==> config.mk <==
export PLATFORM = sky130hd
export DESIGN_NAME = binary_search_datapath_flat
export DESIGN_NICKNAME = d
export VERILOG_FILES = /design/src/rtl/binary_search_datapath_if.sv /design/src/rtl/binary_search_datapath.sv /design/src/flat_wrapper.sv
export SDC_FILE = /design/constraint.sdc
export NUM_CORES = 1
export LEC_CHECK = 0
export CAP_MARGIN = 20
export CORE_AREA = 2 2 98 100
export CTS_CLUSTER_DIAMETER = 80
export DETAILED_ROUTE_END_ITERATION = 7
export DIE_AREA = 0 0 100 102
export GPL_ROUTABILITY_DRIVEN = 1
export PLACE_DENSITY = 0.81
export SYNTH_ARGS = -nofsm -noshare
export SYNTH_HDL_FRONTEND = slang
export SYNTH_SLANG_ARGS = --single-unit
==> constraint.sdc <==
create_clock -name clk -period 3.6 [get_ports clk]
set_input_delay 0.54 -clock clk [delete_from_list [all_inputs] [get_ports clk]]
set_output_delay 0.54 -clock clk [all_outputs]
set_load 0.005 [all_outputs]
==> src/rtl/binary_search_datapath_if.sv <==
// Bus between the binary search datapath, the user (array load, search
// request, result) and the search controller (start, probe, verdict).
//   clear                                 synchronous flush to EMPTY
//   load_valid/load_data/load_ready       ascending array element stream
//   load_done/sort_error                  array status
//   search_req/search_key/search_ready    search request handshake
//   start/center/found/not_found/eq/gt    controller probe-and-compare path
//   result_valid/found/index/timeout      one-shot search result
// The master modport is the user/controller side; slave is the datapath.
interface binary_search_datapath_if #(
  parameter int ARRAY_SIZE = 10,
  parameter int DATA_WIDTH = 8
);
  localparam int IDX_W = $clog2(ARRAY_SIZE);

  logic                  clear;
  logic                  load_valid;
  logic [DATA_WIDTH-1:0] load_data;
  logic                  load_ready;
  logic                  load_done;
  logic                  sort_error;
  logic                  search_req;
  logic [DATA_WIDTH-1:0] search_key;
  logic                  search_ready;
  logic                  start;
  logic [IDX_W-1:0]      center;
  logic                  found;
  logic                  not_found;
  logic                  eq;
  logic                  gt;
  logic                  result_valid;
  logic                  result_found;
  logic [IDX_W-1:0]      result_index;
  logic                  timeout;

  modport master (
    output clear, load_valid, load_data, search_req, search_key,
           center, found, not_found,
    input  load_ready, load_done, sort_error, search_ready, start,
           eq, gt, result_valid, result_found, result_index, timeout
  );

  modport slave (
    input  clear, load_valid, load_data, search_req, search_key,
           center, found, not_found,
    output load_ready, load_done, sort_error, search_ready, start,
           eq, gt, result_valid, result_found, result_index, timeout
  );
endinterface

==> src/rtl/binary_search_datapath.sv <==
// Array-holding responder of the binary search engine.
// Stores a streamed sorted array, latches a search key, pulses start to the
// controller, answers each probed centre index with eq/gt, and turns the
// controller verdict (or a step-count timeout) into one result pulse.
// Ports:
//   clk    clock
//   rst_n  asynchronous active-low reset
//   bus    binary_search_datapath_if.slave (load, search, probe, result)
module binary_search_datapath #(
  parameter int ARRAY_SIZE     = 10,
  parameter int DATA_WIDTH     = 8,
  parameter int TIMEOUT_CYCLES = 16
) (
  input logic                     clk,
  input logic                     rst_n,
  binary_search_datapath_if.slave bus
);
  localparam int IDX_W  = $clog2(ARRAY_SIZE);
  localparam int PTR_W  = IDX_W + 1;
  localparam int STEP_W = $clog2(TIMEOUT_CYCLES);

  localparam logic [PTR_W-1:0]  LAST_PTR  = PTR_W'(ARRAY_SIZE - 1);
  localparam logic [PTR_W-1:0]  SIZE_PTR  = PTR_W'(ARRAY_SIZE);
  localparam logic [STEP_W-1:0] STEP_LAST = STEP_W'(TIMEOUT_CYCLES - 1);

  typedef enum logic [1:0] {EMPTY, LOADING, READY, SEARCHING} state_t;

  state_t state_q, state_d;

  logic [DATA_WIDTH-1:0] mem [ARRAY_SIZE];
  logic [DATA_WIDTH-1:0] last_data;
  logic [DATA_WIDTH-1:0] key;
  logic [PTR_W-1:0]      wr_ptr;
  logic [IDX_W-1:0]      hit_index;
  logic [STEP_W-1:0]     step;

  logic                  sort_error_q;
  logic                  start_q;
  logic                  res_valid_q;
  logic                  res_found_q;
  logic [IDX_W-1:0]      res_index_q;
  logic                  timeout_q;

  logic                  load_ready_c;
  logic                  accept;
  logic                  req_acc;
  logic                  in_range;
  logic [DATA_WIDTH-1:0] probe;
  logic                  eq_c;
  logic                  gt_c;
  logic                  term_found;
  logic                  term_miss;
  logic                  term_timeout;

  // Probe compare and next-state decode
  always_comb begin
    state_d      = state_q;
    load_ready_c = (state_q == EMPTY) || (state_q == LOADING);
    accept       = load_ready_c && bus.load_valid;
    req_acc      = (state_q == READY) && bus.search_req;
    in_range     = ({1'b0, bus.center} < SIZE_PTR);
    probe        = in_range ? mem[bus.center] : '0;
    eq_c         = 1'b0;
    gt_c         = 1'b0;
    term_found   = 1'b0;
    term_miss    = 1'b0;
    term_timeout = 1'b0;

    if (state_q == SEARCHING) begin
      // An index past the array end behaves like an element above any key.
      if (!in_range) begin
        gt_c = 1'b1;
      end else begin
        eq_c = (probe == key);
        gt_c = (probe > key);
      end
      term_found   = bus.found;
      term_miss    = !bus.found && bus.not_found;
      term_timeout = !bus.found && !bus.not_found && (step == STEP_LAST);
    end

    unique case (state_q)
      EMPTY: begin
        if (accept) state_d = (wr_ptr == LAST_PTR) ? READY : LOADING;
      end
      LOADING: begin
        if (accept && (wr_ptr == LAST_PTR)) state_d = READY;
      end
      READY: begin
        if (req_acc) state_d = SEARCHING;
      end
      SEARCHING: begin
        if (term_found || term_miss || term_timeout) state_d = READY;
      end
      default: state_d = EMPTY;
    endcase

    if (bus.clear) state_d = EMPTY;
  end

  always_ff @(posedge clk or negedge rst_n) begin
    if (!rst_n) state_q <= EMPTY;
    else        state_q <= state_d;
  end

  // Array storage: contents are don't-care after reset
  always_ff @(posedge clk) begin
    if (accept && !bus.clear) begin
      mem[wr_ptr[IDX_W-1:0]] <= bus.load_data;
      last_data              <= bus.load_data;
    end
  end

  // Control, key capture and registered result
  always_ff @(posedge clk or negedge rst_n) begin
    if (!rst_n) begin
      wr_ptr       <= '0;
      sort_error_q <= 1'b0;
      key          <= '0;
      hit_index    <= '0;
      step         <= '0;
      start_q      <= 1'b0;
      res_valid_q  <= 1'b0;
      res_found_q  <= 1'b0;
      res_index_q  <= '0;
      timeout_q    <= 1'b0;
    end else begin
      start_q     <= 1'b0;
      res_valid_q <= 1'b0;
      if (bus.clear) begin
        wr_ptr       <= '0;
        sort_error_q <= 1'b0;
      end else begin
        if (accept) begin
          wr_ptr <= wr_ptr + 1'b1;
          if ((wr_ptr != '0) && (bus.load_data < last_data)) sort_error_q <= 1'b1;
        end
        if (req_acc) begin
          key     <= bus.search_key;
          start_q <= 1'b1;
          step    <= '0;
        end
        if (state_q == SEARCHING) begin
          step <= step + 1'b1;
          if (eq_c) hit_index <= bus.center;
        end
        if (term_found) begin
          res_valid_q <= 1'b1;
          res_found_q <= 1'b1;
          res_index_q <= hit_index;
          timeout_q   <= 1'b0;
        end else if (term_miss || term_timeout) begin
          res_valid_q <= 1'b1;
          res_found_q <= 1'b0;
          res_index_q <= '0;
          timeout_q   <= term_timeout;
        end
      end
    end
  end

  assign bus.load_ready   = load_ready_c;
  assign bus.load_done    = (state_q == READY) || (state_q == SEARCHING);
  assign bus.sort_error   = sort_error_q;
  assign bus.search_ready = (state_q == READY);
  assign bus.start        = start_q;
  assign bus.eq           = eq_c;
  assign bus.gt           = gt_c;
  assign bus.result_valid = res_valid_q;
  assign bus.result_found = res_found_q;
  assign bus.result_index = res_index_q;
  assign bus.timeout      = timeout_q;
endmodule

==> src/flat_wrapper.sv <==
// flat-port wrapper written by rule: the top's interface ports become plain ports
module binary_search_datapath_flat 
#(
  parameter int ARRAY_SIZE     = 10,
  parameter int DATA_WIDTH     = 8,
  parameter int TIMEOUT_CYCLES = 16
)
  (clk, rst_n, bus_clear, bus_load_valid, bus_load_data, bus_search_req, bus_search_key, bus_center, bus_found, bus_not_found, bus_load_ready, bus_load_done, bus_sort_error, bus_search_ready, bus_start, bus_eq, bus_gt, bus_result_valid, bus_result_found, bus_result_index, bus_timeout);
  binary_search_datapath_if #(.ARRAY_SIZE(ARRAY_SIZE), .DATA_WIDTH(DATA_WIDTH)) bus_i ();
  input logic clk;
  input logic rst_n;
  input wire logic [$bits(bus_i.clear)-1:0] bus_clear;
  input wire logic [$bits(bus_i.load_valid)-1:0] bus_load_valid;
  input wire logic [$bits(bus_i.load_data)-1:0] bus_load_data;
  input wire logic [$bits(bus_i.search_req)-1:0] bus_search_req;
  input wire logic [$bits(bus_i.search_key)-1:0] bus_search_key;
  input wire logic [$bits(bus_i.center)-1:0] bus_center;
  input wire logic [$bits(bus_i.found)-1:0] bus_found;
  input wire logic [$bits(bus_i.not_found)-1:0] bus_not_found;
  output wire logic [$bits(bus_i.load_ready)-1:0] bus_load_ready;
  output wire logic [$bits(bus_i.load_done)-1:0] bus_load_done;
  output wire logic [$bits(bus_i.sort_error)-1:0] bus_sort_error;
  output wire logic [$bits(bus_i.search_ready)-1:0] bus_search_ready;
  output wire logic [$bits(bus_i.start)-1:0] bus_start;
  output wire logic [$bits(bus_i.eq)-1:0] bus_eq;
  output wire logic [$bits(bus_i.gt)-1:0] bus_gt;
  output wire logic [$bits(bus_i.result_valid)-1:0] bus_result_valid;
  output wire logic [$bits(bus_i.result_found)-1:0] bus_result_found;
  output wire logic [$bits(bus_i.result_index)-1:0] bus_result_index;
  output wire logic [$bits(bus_i.timeout)-1:0] bus_timeout;
  assign bus_i.clear = bus_clear;
  assign bus_i.load_valid = bus_load_valid;
  assign bus_i.load_data = bus_load_data;
  assign bus_i.search_req = bus_search_req;
  assign bus_i.search_key = bus_search_key;
  assign bus_i.center = bus_center;
  assign bus_i.found = bus_found;
  assign bus_i.not_found = bus_not_found;
  assign bus_load_ready = bus_i.load_ready;
  assign bus_load_done = bus_i.load_done;
  assign bus_sort_error = bus_i.sort_error;
  assign bus_search_ready = bus_i.search_ready;
  assign bus_start = bus_i.start;
  assign bus_eq = bus_i.eq;
  assign bus_gt = bus_i.gt;
  assign bus_result_valid = bus_i.result_valid;
  assign bus_result_found = bus_i.result_found;
  assign bus_result_index = bus_i.result_index;
  assign bus_timeout = bus_i.timeout;
  binary_search_datapath #(.ARRAY_SIZE(ARRAY_SIZE), .DATA_WIDTH(DATA_WIDTH), .TIMEOUT_CYCLES(TIMEOUT_CYCLES)) u_core (.clk(clk), .rst_n(rst_n), .bus(bus_i));
endmodule
==> Flow_metrics.wiki <==
{| class="wikitable"
! Metric !! Value
|-
| Nets || 441
|-
| Worst hold margin || 0.410 ns
|-
| Required time worst endpoint || 3.06 ns
|-
| Endpoints failing hold || 0
|-
| Ordered list of cells on the worst path || buf_4 -> buf_12 -> buf_4 -> mux4_1 -> a22oi_1 -> o21ai_1 -> ha_1 -> buf_4 -> a21oi_1 -> nand2_1 -> a21oi_1 -> a21oi_2 -> dlygate4sd2_1
|-
| Class of the most critical setup path || primary input to output port
|-
| Static Leak || 2.58 nW
|-
| First DRT Iteration DRCs || 201
|-
| Final design utilization || 71.1%
|-
| Pins Over Slew Limit || 0
|-
| Buffer type at the clock tree root || sky130_fd_sc_hd__clkbuf_8
|-
| Fmax || 0.290 GHz
|-
| Cell mode on critical path || sky130_fd_sc_hd__buf_4
|-
| Mapped Nets || 374
|-
| Initial antenna violation count || 0
|-
| WL final || 10.7 mm
|-
| Slowest cell on crit path || sky130_fd_sc_hd__mux4_1
|-
| Number of vias per cell after detailed routing || 5.82
|-
| Hold WC Path Type || primary input to async pin
|-
| Final Skew || 0.00728 ns
|-
| Sink Count || 120
|-
| Largest net degree at the start of global routing || 33
|-
| Number of endpoints failing setup at the final stage || 0
|-
| First-pass GRT wire length || 17.2 mm
|-
| Core area || 9110 um^2
|-
| Most area-consuming cells after synthesis || sky130_fd_sc_hd__edfxtp_1 51%, sky130_fd_sc_hd__dfrtp_1 16%, sky130_fd_sc_hd__mux4_2 5.3%
|-
| Filler-free cell count of the finished design || 518
|-
| Worst-path maximum fanout || 6
|-
| Final GP Congestion || 0.893
|-
| Post-synthesis instance total || 327
|-
| Slew Limit Headroom || 63.3%
|-
| Share of the yosys chip area belonging to registers || 67.1%
|-
| Top library cells by usage in the layout, fill and taps aside || 88 x sky130_fd_sc_hd__edfxtp_1, 36 x sky130_fd_sc_hd__clkdlybuf4s50_1, 32 x sky130_fd_sc_hd__dfrtp_1
|-
| Initial standard-cell utilization of the core || 56.3%
|-
| Critical Path Max Stage Delay || 0.53 ns
|-
| Number of placed instances with taps included || 479
|-
| Tot GR Track Use || 23.4%
|-
| Post-Place Cell Area || 5720 um^2
|-
| Horizontal extent of the die || 100 um
|-
| Final total power || 3.54 mW
|-
| Synthesis-to-finish area growth || 26.3%
|-
| Height of the die || 102 um
|-
| DR vias || 3014
|-
| Synth area leader || sky130_fd_sc_hd__edfxtp_1
|-
| Maximum root-to-sink buffer count || 2
|-
| CP Capture Type || output port
|-
| Unrepaired setup endpoints after global routing || no
|-
| Max cap viols || 0
|-
| Die area || 10200 um^2
|-
| Antenna Cells || 0
|-
| Pin slew with the least headroom to its limit || 0.548 ns
|-
| IR drop worst, VDD || 0.440 mV
|-
| Top-Level Pins || 41
|-
| Global route overflow || 0
|-
| Register bit total from synthesis || 120
|-
| Vias in the first global route || 3196
|-
| Post-detailed-placement half-perimeter wirelength || 6.29 mm
|-
| Detail-routed net length per standard cell || 20.7 um
|-
| Period Utilization, post-route || 95.7%
|-
| Outcome || finished, final reports clean
|-
| I/O Buffers || 40
|-
| Clock buffer count from CTS || 17
|-
| Detail Route Antenna Nets || 0
|-
| Clk pin slew, worst setup/hold paths || 0.06 ns
|-
| Floorplan row count || 35
|-
| Pwr/cell area || 547 nW/um^2
|-
| Setup slack after layout || 0.156 ns
|-
| Pre-antenna DRT Iters || 4
|-
| Synth warnings || 0
|-
| Number of levels in the clock H-tree || 4
|-
| Cell family with the largest share of critical-path delay || buffers and inverters
|-
| Commonest non-fill, non-tap cell in the layout || sky130_fd_sc_hd__edfxtp_1
|-
| Share of post-route cells with drive strength above 1 || 20.6%
|-
| Finished layout cell area || 6480 um^2
|-
| Mapped cell area || 5130 um^2
|-
| Arrival time of data at the critical path endpoint || 2.90 ns
|-
| Number of buffer and inverter stages on the critical path || 5
|-
| Total negative setup slack || 0 ns
|-
| TritonCTS clock tree || yes
|-
| Clock latency reported for the late side of the worst-skew pair || 0.52 ns
|-
| Minimum setup slack after placement || -0.461 ns
|-
| Mean instance size in the synthesized netlist || 15.7 um^2
|-
| Number of buffers inserted for hold repair after clock tree synthesis || 0
|-
| Post-route minimum period || 3.44 ns
|-
| Crit start category || primary input
|-
| Area share of the leading cell type in the synthesized netlist || 51.5%
|-
| Cell variety after synth || 50
|-
| DRC errors left || 0
|}
## synthesized netlist by cell type, drive strengths merged
cell type,n
or4b,1
nor3,1
nand4,5
nand3,3
and3,6
a22o,2
dfrtp,32
a211oi,1
clkbuf,4
edfxtp,88
a31oi,2
and3b,1
a22oi,8
a21o,1
and4,2
o211a,1
nor2,14
nand4b,1
o221ai,1
inv,18
xor2,5
mux2i,8
ha,20
a21oi,13
nor4b,1
and4b,1
or3,2
nor3b,1
buf,10
nand2,17
a32o,4
xnor2,1
nor2b,4
and2,3
mux2,6
or2,2
o21ai,17
o21a,1
mux4,16
nand2b,3
## power by group
| part | switching [mW] | total, mW | internal [mW] |
|---|---|---|---|
| Combinational | 0.129 | 0.257 | 0.128 |
| Clock | 0.627 | 1.75 | 1.13 |
| Sequential | 0.0146 | 1.53 | 1.52 |
## metal layers
| metal | up-vias | GRT usage [%] | wire, um |
|---|---|---|---|
| li1 | 1391 | - | - |
| met1 | 1492 | 28.9 | 4460 |
| met2 | 105 | 38.5 | 5350 |
| met3 | 26 | 6.91 | 622 |
| met4 | 0 | 11.3 | 270 |
| met5 | - | 0 | 0 |
## area by class of cell
| cell class | instances | area [um^2] |
|---|---|---|
| sequential | 120 | 3440 |
| clock inverter | 15 | 200 |
| tap | 111 | 139 |
| fill | 578 | 2630 |
| clock buffer | 17 | 414 |
| timing repair buffer | 62 | 648 |
| inverter | 18 | 67.6 |
| multi-input combinational | 175 | 1570 |
## final timing paths
path / startpoint / end / slack, ns / depth (start not counted)
setup / recovery: bus_center[0] / bus_gt / 0.16 / 13
hold / removal: rst_n / u_core.bus.start / 0.41 / 2
setup reg to reg: u_core.mem[2][1] / u_core.hit_index[1] / 1.08 / 7
hold reg to reg: u_core.hit_index[3] / u_core.hit_index[3] / 0.49 / 1
max in group asynchronous: rst_n / u_core.wr_ptr[2] / 2.89 / 2
min in group clk: u_core.hit_index[3] / u_core.hit_index[3] / 0.49 / 1
## logic make-up (layout without fill, tap and decap cells)
kind of cell	count (synthesis)	in the layout	synth area share (%)
buf+inv	32	112	3.07
compound gates	51	51	6.36
fa+ha+maj	20	20	4.88
mux	30	30	10.2
xor+xnor	6	6	1.02
flops	120	120	67.1
simple gates	68	68	7.39
## repair_timing
item                                    in CTS  in global routing
endpoints found under the hold margin        0                  0
setup buffers                                5                  0
endpoints found under the setup margin       2                  1
pin swaps                                    1                  4
gates cloned                                 2                  0
resized for setup                           26                  1
## flip-flops by register name, summed over array words and instances, names as in the netlist
signal,cells
u_core.bus.result_found,1
u_core.bus.result_index,4
u_core.bus.result_valid,1
u_core.bus.sort_error,1
u_core.bus.start,1
u_core.bus.timeout,1
u_core.hit_index,4
u_core.key,8
u_core.last_data,8
u_core.mem,80
u_core.state_q,2
u_core.step,4
u_core.wr_ptr,5
## worst register-to-register path: stages, from the launching register on
cell,delay (ns)
sky130_fd_sc_hd__edfxtp_1,0.41
sky130_fd_sc_hd__mux4_2,0.51
sky130_fd_sc_hd__a22oi_2,0.21
sky130_fd_sc_hd__o21ai_1,0.10
sky130_fd_sc_hd__ha_1,0.29
sky130_fd_sc_hd__and4_4,0.24
sky130_fd_sc_hd__nand4_1,0.22
sky130_fd_sc_hd__mux2_1,0.43
Power figures use the tool's default switching activity.
